$ cat config.mk
export PLATFORM = sky130hd
export DESIGN_NAME = imem_program_loader
export DESIGN_NICKNAME = d
export VERILOG_FILES = /design/src/rtl/imem_program_loader.sv
export SDC_FILE = /design/constraint.sdc
export NUM_CORES = 1
export LEC_CHECK = 0
export ABC_AREA = 1
export CAP_MARGIN = 40
export CORE_UTILIZATION = 48
export CTS_CLUSTER_SIZE = 25
export DETAILED_ROUTE_END_ITERATION = 6
export PLACE_DENSITY = 0.77
export SYNTH_ARGS = -nofsm -noshare
export SYNTH_HDL_FRONTEND = slang
export SYNTH_SLANG_ARGS = --single-unit
$ cat constraint.sdc
create_clock -name CLK -period 1.4 [get_ports CLK]
set_input_delay 0.28 -clock CLK [delete_from_list [all_inputs] [get_ports CLK]]
set_output_delay 0.28 -clock CLK [all_outputs]
set_load 0.01 [all_outputs]
$ cat src/rtl/imem_program_loader.sv
// Instruction-memory writer: packs an MSB-first byte stream into 32-bit words,
// checks opcodes, writes consecutive addresses and releases the CPU after HALT.
module imem_program_loader #(
  parameter int ADDR_W   = 6,
  parameter int CHECK_OP = 1
) (
  input  logic              CLK,
  input  logic              RST_n,
  input  logic              start,
  input  logic              in_valid,
  input  logic [7:0]        in_data,
  output logic              in_ready,
  output logic              imem_we,
  output logic [ADDR_W-1:0] imem_addr,
  output logic [31:0]       imem_wdata,
  output logic              cpu_run,
  output logic              busy,
  output logic              err,
  output logic [ADDR_W:0]   word_count
);

  typedef enum logic [2:0] {IDLE, RECV, WRITE, DONE, ERR} state_t;

  localparam logic [5:0]        OP_HALT  = 6'b111111;
  localparam logic [ADDR_W-1:0] ADDR_MAX = '1;

  state_t            state;
  logic [ADDR_W-1:0] addr;
  logic [1:0]        byte_cnt;
  logic [31:0]       word;
  logic [31:0]       next_word;
  logic              accept;
  logic              next_ok;
  logic              word_ok;

  function automatic logic op_legal(input logic [5:0] op);
    case (op)
      6'b000000, 6'b000001, 6'b000010,
      6'b010000, 6'b010001, 6'b010010,
      6'b100000, 6'b100110, 6'b100111,
      6'b110000, 6'b111111: return 1'b1;
      default:              return 1'b0;
    endcase
  endfunction

  always_comb begin
    in_ready  = (state == RECV);
    busy      = (state == RECV) || (state == WRITE);
    accept    = in_valid && in_ready;
    next_word = {word[23:0], in_data};
    next_ok   = (CHECK_OP == 0) || op_legal(next_word[31:26]);
    word_ok   = (CHECK_OP == 0) || op_legal(word[31:26]);
  end

  // The write strobe is registered on the edge that accepts the 4th byte, so it
  // is high exactly during the single WRITE cycle; WRITE then picks the exit.
  always_ff @(posedge CLK or negedge RST_n) begin
    if (!RST_n) begin
      state      <= IDLE;
      addr       <= '0;
      byte_cnt   <= '0;
      word       <= '0;
      imem_we    <= 1'b0;
      imem_addr  <= '0;
      imem_wdata <= '0;
      cpu_run    <= 1'b0;
      err        <= 1'b0;
      word_count <= '0;
    end else begin
      imem_we <= 1'b0;
      case (state)
        IDLE, DONE, ERR: begin
          if (start) begin
            state      <= RECV;
            addr       <= '0;
            byte_cnt   <= '0;
            word_count <= '0;
            err        <= 1'b0;
            cpu_run    <= 1'b0;
          end
        end
        RECV: begin
          if (accept) begin
            word     <= next_word;
            byte_cnt <= byte_cnt + 2'd1;
            if (byte_cnt == 2'd3) begin
              state <= WRITE;
              if (next_ok) begin
                imem_we    <= 1'b1;
                imem_addr  <= addr;
                imem_wdata <= next_word;
                word_count <= word_count + 1'b1;
              end
            end
          end
        end
        WRITE: begin
          if (!word_ok) begin
            state <= ERR;
            err   <= 1'b1;
          end else if (word[31:26] == OP_HALT) begin
            state   <= DONE;
            cpu_run <= 1'b1;
          end else if (addr == ADDR_MAX) begin
            state <= ERR;
            err   <= 1'b1;
          end else begin
            addr  <= addr + 1'b1;
            state <= RECV;
          end
        end
        default: state <= IDLE;
      endcase
    end
  end

endmodule

==> impl_metrics.env <==
export IMPL_status="finished with violations"
export IMPL_violations="negative setup slack"
export IMPL_p_per_area_nw_per_um2=2010
export IMPL_synth_nets=467
export IMPL_place_congestion=0.798
export IMPL_reg2reg_slack_ns=-0.28
export IMPL_hold_path_class="in -> async"
export IMPL_crit_chain="inv_2, nand2_4, nor2_4, buf_4, buf_6, buf_6"
export IMPL_antenna_cells=0
export IMPL_critPathLaunchType="register"
export IMPL_syn_area_um2=3870
export IMPL_placed_cell_area_um2=4890
export IMPL_fin_skew_ns=0.0146
export IMPL_pin_count=62
export IMPL_fin_area_um2=6170
export IMPL_setup_ws_ns=-0.286
export IMPL_insertion_delay_ns=0.38
export IMPL_grt_pass1_vias=3623
export IMPL_ys_async_sr_fraction_pct=100
export IMPL_dieWidth_um=91.8
export IMPL_rsz0062_at_grt="yes"
export IMPL_syn_instance_count=452
export IMPL_grt_max_degree=90
export IMPL_grtUsageTotal_pct=26.5
export IMPL_critPathTopFamily="flip-flops"
export IMPL_initial_core_util_pct=49.8
export IMPL_area_growth_pct=59.3
export IMPL_path_clk_slew_ns=0.10
export IMPL_drv_slew=0
export IMPL_crit_fanout=3
export IMPL_dieArea_um2=8430
export IMPL_cts_root_buf="clkbuf_8"
export IMPL_slowest_stage="dfrtp_1"
export IMPL_clock_sinks=89
export IMPL_worstMarginPinSlew_ns=0.477
export IMPL_post_route_drc_count=0
export IMPL_arrival_ns=1.41
export IMPL_power_leakage_nw=3.21
export IMPL_crit_type="reg -> out"
export IMPL_wirelength_um=12900
export IMPL_synth_edf_count=0
export IMPL_dr_pass1_iters=5
export IMPL_busiest_layer="met2"
export IMPL_vdd_drop_max_uv=1280
export IMPL_clk_path_buf_depth=2
export IMPL_fin_tns_setup_ns=-17.71
export IMPL_synth_main_ff_cell="dfrtp_1"
export IMPL_use_met3_pct=5.06
export IMPL_synth_top_area_share_pct=57.5
export IMPL_cts_tree="done"
export IMPL_crit_top_cell="buf_6"
export IMPL_postRouteAntennaNets=0
export IMPL_synth_top_cell_by_area="dfrtp_1"
export IMPL_antenna_found_initial=0
export IMPL_via_per_inst=5.56
export IMPL_portBuffers=61
export IMPL_synth_seq_area_share_pct=57.5
export IMPL_min_period_ns=1.69
export IMPL_slowest_delay_ns=0.42
export IMPL_num_vias=3894
export IMPL_nNetsFinal=608
export IMPL_grt_pass1_wl_um=17100
export IMPL_drtIter0Drc=262
export IMPL_crit_buf_inv=4
export IMPL_setup_viol=90
export IMPL_synth_cell_types=27
export IMPL_met1_usage_pct=30.7
export IMPL_synth_area_top_cells="dfrtp_1 (58%), nand2_1 (15%), o21ai_0 (4.7%)"
export IMPL_layout_drive_gt1_share_pct=38.8
export IMPL_num_fill_cells=449
export IMPL_rows=32
export IMPL_cp_required_ns=1.12
export IMPL_die_h_um=91.8
export IMPL_synth_most_common_cell="nand2_1"
export IMPL_ys_top_cells_by_count="nand2_1 (157), dfrtp_1 (89), inv_1 (42)"
export IMPL_max_freq_mhz=593
export IMPL_maxCapViolations=0
export IMPL_finalHoldViolCount=0
export IMPL_core_area_um2=7770
export IMPL_post_dp_hpwl_um=5850
export IMPL_ys_seq_elements=89
export IMPL_yosysWarnings=0
export IMPL_synth_area_per_cell_um2=8.56
export IMPL_htree_levels=3
export IMPL_wl_per_cell_um=18.4
export IMPL_worstSetupEndpointType="output pin"
export IMPL_cts_made_buffers=9
export IMPL_overflow=0
export IMPL_use_met2_pct=47.7
export IMPL_post_route_period_util_pct=120
export IMPL_maxSlewHeadroom_pct=68.2
flip-flops by register name, indices dropped and copies added (netlist names):
register / cells
state: 3
byte_cnt: 2
err: 1
imem_addr: 6
imem_we: 1
cpu_run: 1
addr: 6
word: 30
word_count: 7
imem_wdata: 32
timing repair:
item,4_1_cts,5_1_grt
hold buffers,1,0
setup endpoints to repair,134,91
gates cloned,8,7
setup buffers,17,13
resized for setup,127,145
pin swaps,14,23
endpoints found under the hold margin,89,0
cell usage in the layout (no fill, tap or decap), types with 18 or more instances in the layout:
cell type and n:
nand2_2 41, o21ai_2 34, buf_4 44, dlygate4sd2_1 44
nand2_4 18, nand3_1 19, inv_1 40, buf_6 18
dfrtp_1 87, nand2_1 101
worst paths after layout:
kind | startpoint | endpoint | cells after the start
worst max-delay path | state[1]$_DFFE_PN0P_ | in_ready | 6
worst max register to register | state[1]$_DFFE_PN0P_ | imem_addr[3]$_DFFE_PN0P_ | 11
worst min register to register | imem_wdata[2]$_DFFE_PN0P_ | imem_wdata[2]$_DFFE_PN0P_ | 2
worst min-delay path | RST_n | word[20]$_DFFE_PN0P_ | 3
max in group asynchronous | RST_n | addr[1]$_DFFE_PN0P_ | 3
min in group CLK | imem_wdata[2]$_DFFE_PN0P_ | imem_wdata[2]$_DFFE_PN0P_ | 2
worst min-delay path, delay by kind of cell:
kind	cells	cell delay, ns
buffers and inverters	3	0.98
cell families (layout without fill, tap and decap cells):
logic type      after synthesis  after routing  synth area share [%]
xor+xnor                      3              3                 0.679
buf+inv                      62            208                  7.21
simple gates                223            223                  24.1
fa+ha+maj                     3              3                 0.970
flops                        89             89                  57.5
compound gates               72             72                  9.53
per-layer routing:
metal  vias to the layer above  wire (um)
li1                       1729          -
met1                      1947       4800
met2                       163       6800
met3                        55        661
met4                         0        614
met5                         -          0
cell type report:
cell class                 count  area, um2  share of cell area, %
sequential                    89       2230                   36.2
multi-input combinational    301       1850                   30.0
timing repair buffer         144       1540                   25.0
inverter                      47        191                   3.10
tap                          102        128                   2.07
clock buffer                   9        124                   2.01
clock inverter                 7       85.1                   1.38
timing repair inverter         1       16.3                  0.264
where the power goes:
part	switching [W]	leakage [nW]	internal (W)
clock	0.00106	0.100	0.000863
sequential	0.000723	1.18	0.00343
combinational	0.00333	1.93	0.00299
per-stage QoR:
stage	std cells	worst slack, ns	utilization, %	total power [W]	hold slack (ns)
2_1_floorplan	452	-0.0387	-	0.00599	-0.0156
3_3_place_gp	644	-0.273	62.9	0.00799	0.356
3_5_place_dp	644	-0.324	62.9	0.00814	0.357
4_1_cts	685	-0.164	72.0	0.0106	0.475
5_1_grt	700	-0.359	79.4	0.0130	0.510
6_report	700	-0.286	79.4	0.0124	0.464
Note: power is estimated with default switching activity, not from simulation.
